`src/rtl/leve2_id.sv`:
```
// leve2_id: LEVE decode/operand stage with valid/ready handshakes, busy scoreboard and internal register file.
// Optional macro LEVE2_ID_FWD_EN enables EX/WB operand forwarding; undefined means scoreboard-only stalls.
`default_nettype none

module leve2_id #(
   parameter int XLEN    = 32,
   parameter int NUM_REG = 32
) (
   input  logic                       CLK,
   input  logic                       RST,
   input  logic                       IVALID,
   output logic                       IREADY,
   input  logic [XLEN-1:0]            IPC,
   input  logic [31:0]                IINSTR,
   input  logic                       IFLUSH,
   output logic                       OVALID,
   input  logic                       OREADY,
   output logic [XLEN-1:0]            OPC,
   output logic [31:0]                OINSTR,
   output logic [XLEN-1:0]            RS1,
   output logic [XLEN-1:0]            RS2,
   input  logic                       EX_WE,
   input  logic [$clog2(NUM_REG)-1:0] EX_RDA,
   input  logic                       EX_RD_RDY,
   input  logic [XLEN-1:0]            EX_RD,
   input  logic                       WB_WE,
   input  logic [$clog2(NUM_REG)-1:0] WB_RDA,
   input  logic [XLEN-1:0]            WB_RD
);

   localparam int IW = $clog2(NUM_REG);

   localparam logic [6:0] OPCODE_LUI    = 7'b0110111;
   localparam logic [6:0] OPCODE_AUIPC  = 7'b0010111;
   localparam logic [6:0] OPCODE_JAL    = 7'b1101111;
   localparam logic [6:0] OPCODE_JALR   = 7'b1100111;
   localparam logic [6:0] OPCODE_BRANCH = 7'b1100011;
   localparam logic [6:0] OPCODE_LOAD   = 7'b0000011;
   localparam logic [6:0] OPCODE_STORE  = 7'b0100011;
   localparam logic [6:0] OPCODE_OPIMM  = 7'b0010011;
   localparam logic [6:0] OPCODE_OP     = 7'b0110011;
   localparam logic [6:0] OPCODE_SYSTEM = 7'b1110011;

   logic [XLEN-1:0]    regs [NUM_REG];
   logic [NUM_REG-1:0] busy;
   logic [NUM_REG-1:0] busy_nxt;
   logic [IW-1:0]      out_rd;
   logic               out_we;

   logic [6:0]    opcode;
   logic [2:0]    funct3;
   logic [IW-1:0] rd_a;
   logic [IW-1:0] rs1_a;
   logic [IW-1:0] rs2_a;
   logic          writes_op;
   logic          writes;
   logic          use1;
   logic          use2;
   logic          hazard;
   logic          accept;

   assign opcode = IINSTR[6:0];
   assign funct3 = IINSTR[14:12];
   assign rd_a   = IINSTR[7 +: IW];
   assign rs1_a  = IINSTR[15 +: IW];
   assign rs2_a  = IINSTR[20 +: IW];

   always_comb begin
      writes_op = 1'b0;
      use1      = 1'b0;
      use2      = 1'b0;
      case (opcode)
         OPCODE_LUI, OPCODE_AUIPC, OPCODE_JAL: writes_op = 1'b1;
         OPCODE_JALR, OPCODE_LOAD, OPCODE_OPIMM: begin
            writes_op = 1'b1;
            use1      = 1'b1;
         end
         OPCODE_BRANCH, OPCODE_STORE: begin
            use1 = 1'b1;
            use2 = 1'b1;
         end
         OPCODE_OP: begin
            writes_op = 1'b1;
            use1      = 1'b1;
            use2      = 1'b1;
         end
         OPCODE_SYSTEM: begin
            writes_op = (funct3 != 3'd0);
            use1      = ~funct3[2];
         end
         default: ;
      endcase
   end

   assign writes = writes_op && (rd_a != '0);

   function automatic logic [XLEN-1:0] resolve(input logic [IW-1:0] a);
      if (a == '0)
         return '0;
`ifdef LEVE2_ID_FWD_EN
      if (EX_WE && (EX_RDA == a) && EX_RD_RDY)
         return EX_RD;
      if (WB_WE && (WB_RDA == a))
         return WB_RD;
`endif
      return regs[a];
   endfunction

   // A pending EX write that is not ready yet (load-use) stalls even with forwarding.
   function automatic logic src_stall(input logic used, input logic [IW-1:0] a);
      logic st;
      st = 1'b0;
      if (used && (a != '0)) begin
`ifdef LEVE2_ID_FWD_EN
         if (EX_WE && (EX_RDA == a))
            st = ~EX_RD_RDY;
         else if (busy[a])
            st = ~(WB_WE && (WB_RDA == a));
`else
         st = busy[a];
`endif
      end
      return st;
   endfunction

`ifndef LEVE2_ID_FWD_EN
   logic unused_ex;
   assign unused_ex = ^{EX_WE, EX_RDA, EX_RD_RDY, EX_RD};
`endif

   assign hazard = src_stall(use1, rs1_a) || src_stall(use2, rs2_a) || (writes && busy[rd_a]);
   assign IREADY = !RST && !IFLUSH && (!OVALID || OREADY) && !hazard;
   assign accept = IVALID && IREADY;

   always_comb begin
      busy_nxt = busy;
      if (WB_WE)
         busy_nxt[WB_RDA] = 1'b0;
      if (IFLUSH && OVALID && out_we)
         busy_nxt[out_rd] = 1'b0;
      if (accept && writes)
         busy_nxt[rd_a] = 1'b1;
      busy_nxt[0] = 1'b0;
   end

   always_ff @(posedge CLK) begin
      if (RST)
         busy <= '0;
      else
         busy <= busy_nxt;
   end

   always_ff @(posedge CLK) begin
      if (RST) begin
         OVALID <= 1'b0;
      end else if (IFLUSH) begin
         OVALID <= 1'b0;
      end else if (accept) begin
         OVALID <= 1'b1;
         OPC    <= IPC;
         OINSTR <= IINSTR;
         RS1    <= resolve(rs1_a);
         RS2    <= resolve(rs2_a);
         out_rd <= rd_a;
         out_we <= writes;
      end else if (OREADY) begin
         OVALID <= 1'b0;
      end
   end

   // Register file is intentionally unreset; x0 is never written and is masked on read.
   always_ff @(posedge CLK) begin
      if (WB_WE && (WB_RDA != '0))
         regs[WB_RDA] <= WB_RD;
   end

endmodule

`default_nettype wire

```
`config.mk`:
```
export PLATFORM = sky130hd
export DESIGN_NAME = leve2_id
export DESIGN_NICKNAME = d
export VERILOG_FILES = /design/src/rtl/leve2_id.sv
export SDC_FILE = /design/constraint.sdc
export NUM_CORES = 1
export LEC_CHECK = 0
export BUFFER_PORTS_ARGS = -buffer_cell sky130_fd_sc_hd__buf_2
export CAP_MARGIN = 15
export CORE_ASPECT_RATIO = 0.8
export CORE_MARGIN = 2
export CORE_UTILIZATION = 45
export DETAILED_ROUTE_END_ITERATION = 10
export GPL_ROUTABILITY_DRIVEN = 0
export GPL_TIMING_DRIVEN = 1
export PLACE_DENSITY_LB_ADDON = 0.15
export SYNTH_ARGS = -nofsm -noshare
export SYNTH_HDL_FRONTEND = slang
export SYNTH_SLANG_ARGS = --single-unit
```
`constraint.sdc`:
```
create_clock -name CLK -period 10.7 [get_ports CLK]
set_clock_uncertainty 0.1 [all_clocks]
set_input_delay 1.07 -clock CLK [delete_from_list [all_inputs] [get_ports CLK]]
set_output_delay 1.07 -clock CLK [all_outputs]
set_load 0.02 [all_outputs]
```
# Yosys cells after proc, flatten, opt, wreduce, memory -nomap -nowiden
# Memory sizes are Yosys's and may differ from the RTL's.
# Index checks and enable logic that the tools add are counted.
# totals
reg_bits,167
ramBits,1024
inputBits,146
out_inout_bits,130
word_cells,107
memories,1
# mem_list
memory,words,word_bits,rd,rd_ports_with_merged_regs,write_ports,line,source
regs,32,32,2,0,1,44,logic [XLEN-1:0] regs [NUM_REG];
# classes
magnitude_cmp,8
eq_ne,10
muxes,36
bitwise_logic,8
n_reduce_logical,35
# ops
operator,count
32-bit 2-to-1 mux,7
32-bit AND,2
32-bit inverter,2
32-bit OR,1
"5-bit by 6-bit less-than comparator with 1-bit output, second input constant",5
"7-bit equality test, second input constant",4
"7-bit by 6-bit equality test with 1-bit output, second input constant",3
1-bit 2-to-1 mux,21
5-bit nonzero test,4
1-bit binary-select mux with 5-bit select,3
1-bit demux with 5-bit select,3
"5-bit by 1-bit greater-or-equal comparator with 1-bit output, second input constant",3
1-bit logical AND,15
"7-bit by 5-bit equality test with 1-bit output, second input constant",2
5-bit zero test,2
"7-bit by 2-bit equality test with 1-bit output, second input constant",1
7-bit OR reduction,1
6-bit OR reduction,1
1-bit zero test,4
1-bit one-hot mux with 2 select lines,2
1-bit logical OR,3
1-bit inverter,3
3-bit AND reduction,1
3-bit nonzero test,1
other kinds (3),3

# Logic depth before layout (Yosys ltp)
# depth
depth_word,14
mapped_depth,10
mapped_depth_nobuf,6

# Worst setup path before layout
# No wires, ideal clock.
# synth_path
path_kind,input to register
startpoint,input IINSTR[17]
endpoint,register OINSTR[0] (enable)
setup_time_ps,594
t_arrival_ps,7537
required_ps,10006
slack_ps,2469
path_stages,8
path_buffers,2
cell_sequence,clkbuf_1 > mux4_2 > mux2i_1 > a22oi_1 > a31oi_1 > inv_2 > buf_2 > nor3b_2
# synth_via
elab_chain_cells,9
elab_cells_between_ends,11
cone_classes,3 x mux; 8 x reduce/logical
# synth_rtl
element,line,source
"start, declared",14,"input logic [31:0] IINSTR,"
1-bit binary-select mux with 5-bit select / 5-bit nonzero test (equally long branches),"120, 113",
1-bit 2-to-1 mux (not written as such) / 1-bit logical AND (equally long branches),"120, 113",
1-bit 2-to-1 mux (*),113,if (used && (a != '0)) begin
1-bit logical OR (*) (2 in series),131,"assign hazard = src_stall(use1, rs1_a) || src_stall(use2, rs2_a) || (writes && busy[rd_a]);"
1-bit zero test (*),132,assign IREADY = !RST && !IFLUSH && (!OVALID || OREADY) && !hazard;
1-bit logical AND (*),132,
1-bit logical AND (*),133,assign accept = IVALID && IREADY;
3-bit AND reduction (no source line) (*),-,
"end signal, assigned",161,OINSTR <= IINSTR;
"end, declared",19,"output logic [31:0] OINSTR,"
# Every way passes the cells marked *; elsewhere a longest branch is shown, timed or not. The select of a mux whose other input is x is not followed.
# A chain may end at the register's enable or synchronous reset.

# Worst setup path in the final report
# layout_path
startpoint,input IINSTR[22]
endpoint,output IREADY
# layout_via
elab_chain_cells,7
elab_cells_between_ends,9
cone_classes,3 x mux; 6 x reduce/logical
# layout_rtl
element,line,source
1-bit binary-select mux with 5-bit select / 5-bit nonzero test (equally long branches),"120, 113",
1-bit 2-to-1 mux (not written as such) / 1-bit logical AND (equally long branches),"120, 113",
1-bit 2-to-1 mux (*),113,
1-bit logical OR (*) (2 in series),131,
1-bit zero test (*),132,
1-bit logical AND (*),132,
"end, declared",12,"output logic IREADY,"
# Marked as above.

==> Flow_metrics.wiki <==
{| class="wikitable"
! Metric !! Value
|-
| Run status || complete, no violations
|-
| Yosys cell types || 54
|-
| Cells after Synth || 2,718
|-
| Cts-stage hold buffer count || 0
|-
| Pins Over Slew Limit || 0
|-
| CP required || 9.53 ns
|-
| Routed Antenna Nets || 0
|-
| Peak fanout along the critical path || 41
|-
| Wirelength per Cell || 33.30 um
|-
| Post-CTS Setup Bufs || 0
|-
| Syn Area/Cell || 19.87 sq um
|-
| Area leader, netlist || sky130_fd_sc_hd__edfxtp_1
|-
| Cell area power density || 166.9 nW/um^2
|-
| Count of buffer and inverter cells on the critical path || 3
|-
| Starting utilization of the core area || 45.43%
|-
| Sequential fraction of the synthesis area || 65.28%
|-
| Asr flop ratio synth || 0%
|-
| Switching part of the total || 22.14%
|-
| Total via count in the routed design || 30,180
|-
| Internal || 0.007924 W
|-
| Cell mode on critical path || sky130_fd_sc_hd__buf_4
|-
| Die Ht || 313.9 um
|-
| Dominant synthesized flop cell || sky130_fd_sc_hd__edfxtp_1
|-
| Metal1 wirelength || 63.44 mm
|-
| Total global routing overflow || 0
|-
| Max-cap viol count || 0
|-
| Initial DRC count || 3,524
|-
| Skew-Pair Late Insertion Delay || 0.74 ns
|-
| Number of buffers created by CTS || 119
|-
| LEAKAGE || 19.42 nW
|-
| Largest net degree at the start of global routing || 135
|-
| Worst slew margin relative to its limit || 24.07%
|-
| Top post-synthesis cells by area || sky130_fd_sc_hd__edfxtp_1, sky130_fd_sc_hd__mux4_2, sky130_fd_sc_hd__mux2i_1
|-
| Fraction of layout cells with a size suffix above 1 || 35.24%
|-
| Setup repair after global routing missed its margin || false
|-
| Count of nets after finishing || 3,104
|-
| Stage delay of the slowest cell on the critical path || 0.62 ns
|-
| Path type of the worst setup path || input port to primary output
|-
| Die outline area || 122,800 sq um
|-
| Routed met2 length || 74.45 mm
|-
| Netlist area before placement || 54,020 sq um
|-
| Dpl ws || 4.678 ns
|-
| Core box area || 118,900 sq um
|-
| Post-Route WL || 155.5 mm
|-
| Fmax achieved || 188.5 MHz
|-
| Register-to-Register Setup Slack || 7.01 ns
|-
| Setup total negative slack || 0 ns
|-
| Buffers from clock root to sink, at most || 3
|-
| Period Utilization, post-route || 49.59%
|-
| I/O pins || 276
|-
| Final setup fails || 0
|-
| Width of the die || 391.4 um
|-
| Number of inserted filler cells in the final layout || 9,451
|-
| Critical path cell sequence || buf_4 > buf_4 > or4_1 > o211ai_1 > nor3_1 > a22oi_2 > o31ai_1 > nor2_1 > buf_2
|-
| H-tree depth || 3
|-
| Resize count post-CTS || 0
|-
| Net switching component of the power || 0.002253 W
|-
| Total number of yosys warnings || 0
|-
| Number of antenna violations at the first check in global routing || 6
|-
| Topmost layer with routed signal wires || met5
|-
| Area Overhead vs Synth || 12.90%
|-
| Clock Root Buffer || sky130_fd_sc_hd__clkbuf_16
|-
| Final worst-path setup slack || 5.394 ns
|-
| Core Rows || 113
|-
| DRC errors left || 0
|-
| Via/cell ratio || 6.460
|-
| Endpoint type of the worst setup path || primary output
|-
| Hold Vio Cnt, Final || 0
|-
| DRT Pass-1 Iters || 5
|-
| Total global routing track utilization || 25.51%
|-
| Min-Delay Path Class || input port to flip-flop
|-
| Min Tclk post-route || 5.306 ns
|-
| EDFF count, synth || 1,153
|-
| Post-detail-place hpwl || 78.67 mm
|-
| DR WL met3 || 13.40 mm
|-
| Yosys reg bits || 1,185
|-
| Worst voltage drop across the vdd grid || 0.1395 mV
|-
| Sequential group share of total power || 51.1%
|-
| Kind of start point of the critical path || input port
|-
| Area share of the largest cell type after synthesis || 64.10%
|-
| First-pass GRT wire length || 223.6 mm
|-
| CP Data Arrival Time || 4.14 ns
|-
| Clock slew at the register clock pins of the worst setup and hold paths || 0.06 ns
|-
| CTS sink count || 1,185
|-
| Pin slew with the least headroom to its limit || 1.139 ns
|-
| Via count of the first global-routing pass || 31,510
|-
| Slowest cell on crit path || sky130_fd_sc_hd__or4_1
|-
| Clock tree from TritonCTS || yes
|-
| Clk pwr share || 41.0%
|-
| Number of port buffers || 236
|-
| Crit path max-delay family || compound AO/OA/AOI/OAI gates
|-
| Portion of total power attributed to combinational logic || 7.9%
|}
sequential cells by signal, summed over array words and instances (netlist names):
| signal | flops |
|---|---|
| OINSTR | 32 |
| OPC | 32 |
| OVALID | 1 |
| RS1 | 32 |
| RS2 | 32 |
| busy | 31 |
| out_we | 1 |
| regs | 1024 |
cells in the mapped netlist, types with 3 or more instances:
cell type                  instances
sky130_fd_sc_hd__a21oi_1          65
sky130_fd_sc_hd__buf_1            30
sky130_fd_sc_hd__buf_2            76
sky130_fd_sc_hd__buf_4            11
sky130_fd_sc_hd__buf_6            18
sky130_fd_sc_hd__clkbuf_1         77
sky130_fd_sc_hd__dfxtp_1          32
sky130_fd_sc_hd__edfxtp_1       1153
sky130_fd_sc_hd__inv_1             6
sky130_fd_sc_hd__mux2i_1         177
sky130_fd_sc_hd__mux4_2          563
sky130_fd_sc_hd__nand2_1          38
sky130_fd_sc_hd__nand2b_1          7
sky130_fd_sc_hd__nand3_1          41
sky130_fd_sc_hd__nand3b_1         12
sky130_fd_sc_hd__nor2_1          113
sky130_fd_sc_hd__nor3_1           71
sky130_fd_sc_hd__nor3b_1          30
sky130_fd_sc_hd__o21ai_0          29
sky130_fd_sc_hd__o21ai_1          30
sky130_fd_sc_hd__o221ai_1         64
sky130_fd_sc_hd__o22ai_1          33
sky130_fd_sc_hd__o32ai_1           3
sky130_fd_sc_hd__or3_1             3
sky130_fd_sc_hd__or3b_2            4
cell families (layout without fill, tap and decap cells):
| group | count (synthesis) | after routing | synth area share [%] |
|---|---|---|---|
| DFF | 1185 | 1185 | 65.28 |
| muxes | 741 | 741 | 26.77 |
| and+or+nand+nor | 334 | 334 | 3.074 |
| AOI/OAI and AO/OA | 238 | 238 | 2.840 |
| buffers and inverters | 219 | 529 | 2.024 |
| other | 1 | 34 | 0.006942 |
layout by cell type, fill, tap and decap left out, types with 19 or more instances in the layout:
master	instances
sky130_fd_sc_hd__buf_4	62
sky130_fd_sc_hd__a21oi_1	65
sky130_fd_sc_hd__o22ai_1	33
sky130_fd_sc_hd__buf_2	227
sky130_fd_sc_hd__clkbuf_16	121
sky130_fd_sc_hd__o21ai_1	30
sky130_fd_sc_hd__mux2i_1	177
sky130_fd_sc_hd__nor2_4	32
sky130_fd_sc_hd__nand3_1	41
sky130_fd_sc_hd__clkinv_2	30
sky130_fd_sc_hd__nor3_1	71
sky130_fd_sc_hd__o221ai_1	64
sky130_fd_sc_hd__nor2_1	81
sky130_fd_sc_hd__nand2_1	38
sky130_fd_sc_hd__clkbuf_1	19
sky130_fd_sc_hd__conb_1	32
sky130_fd_sc_hd__dfxtp_1	32
sky130_fd_sc_hd__nor3b_1	30
sky130_fd_sc_hd__clkinv_1	34
sky130_fd_sc_hd__edfxtp_1	1153
sky130_fd_sc_hd__mux4_2	563
sky130_fd_sc_hd__o21ai_0	29
power by group through the flow:
| stage | Combinational, W | Clock [W] | Sequential [W] |
|---|---|---|---|
| floorplan | 0.000515 | 0 | 0.00531 |
| global placement | 0.000797 | 0 | 0.00529 |
| detailed placement | 0.000806 | 0 | 0.00530 |
| CTS | 0.000809 | 0.00425 | 0.00520 |
| global route | 0.000855 | 0.00443 | 0.00521 |
| finish | 0.000803 | 0.00417 | 0.00520 |
worst paths after layout:
check / from / endpoint / cells after the start
max: IINSTR[22] / IREADY / 9
min: IPC[12] / OPC[12] / 1
max reg2reg: busy[31] / RS2[23] / 7
min reg2reg: busy[17] / busy[17] / 2
stage by stage:
step	std cells	hold WS (ns)	total power [W]	area (sq um)	utilization (%)
global route	4669	0.3817	0.01049	60980	51.29
global placement	4445	0.3750	0.006089	57100	48.02
floorplan	2749	0.3571	0.005825	54130	-
detailed placement	4445	0.3873	0.006106	57100	48.02
CTS	4667	0.3755	0.01026	60960	51.26
finish	4671	0.4227	0.01018	60990	51.29
layout make-up:
type / count / area (sq um) / area share [%]
Antenna cell: 2 / 5.005 / 0.008206
Tap cell: 1610 / 2014 / 3.303
Clock buffer: 140 / 3099 / 5.082
Sequential cell: 1185 / 35260 / 57.82
Inverter: 7 / 27.53 / 0.04513
Clock inverter: 82 / 758.2 / 1.243
Multi-Input combinational cell: 1345 / 18040 / 29.58
Timing Repair Buffer: 300 / 1779 / 2.917
worst reg2reg max path, cell delays in order, from the launching register on:
cell,delay (ns)
sky130_fd_sc_hd__dfxtp_1,0.34
sky130_fd_sc_hd__mux4_2,0.48
sky130_fd_sc_hd__mux2i_1,0.35
sky130_fd_sc_hd__a22oi_1,0.19
sky130_fd_sc_hd__a31oi_1,0.35
sky130_fd_sc_hd__inv_2,0.34
sky130_fd_sc_hd__nor3b_4,0.40
sky130_fd_sc_hd__buf_12,0.56
routing by layer:
| metal | vias up | GRT usage (%) |
|---|---|---|
| met5 | - | 0 |
| met4 | 2 | 6.871 |
| met3 | 259 | 5.209 |
| met2 | 1469 | 40.60 |
| met1 | 16230 | 36.14 |
| li1 | 12220 | - |
No activity file was read; power rests on OpenSTA's default activity.
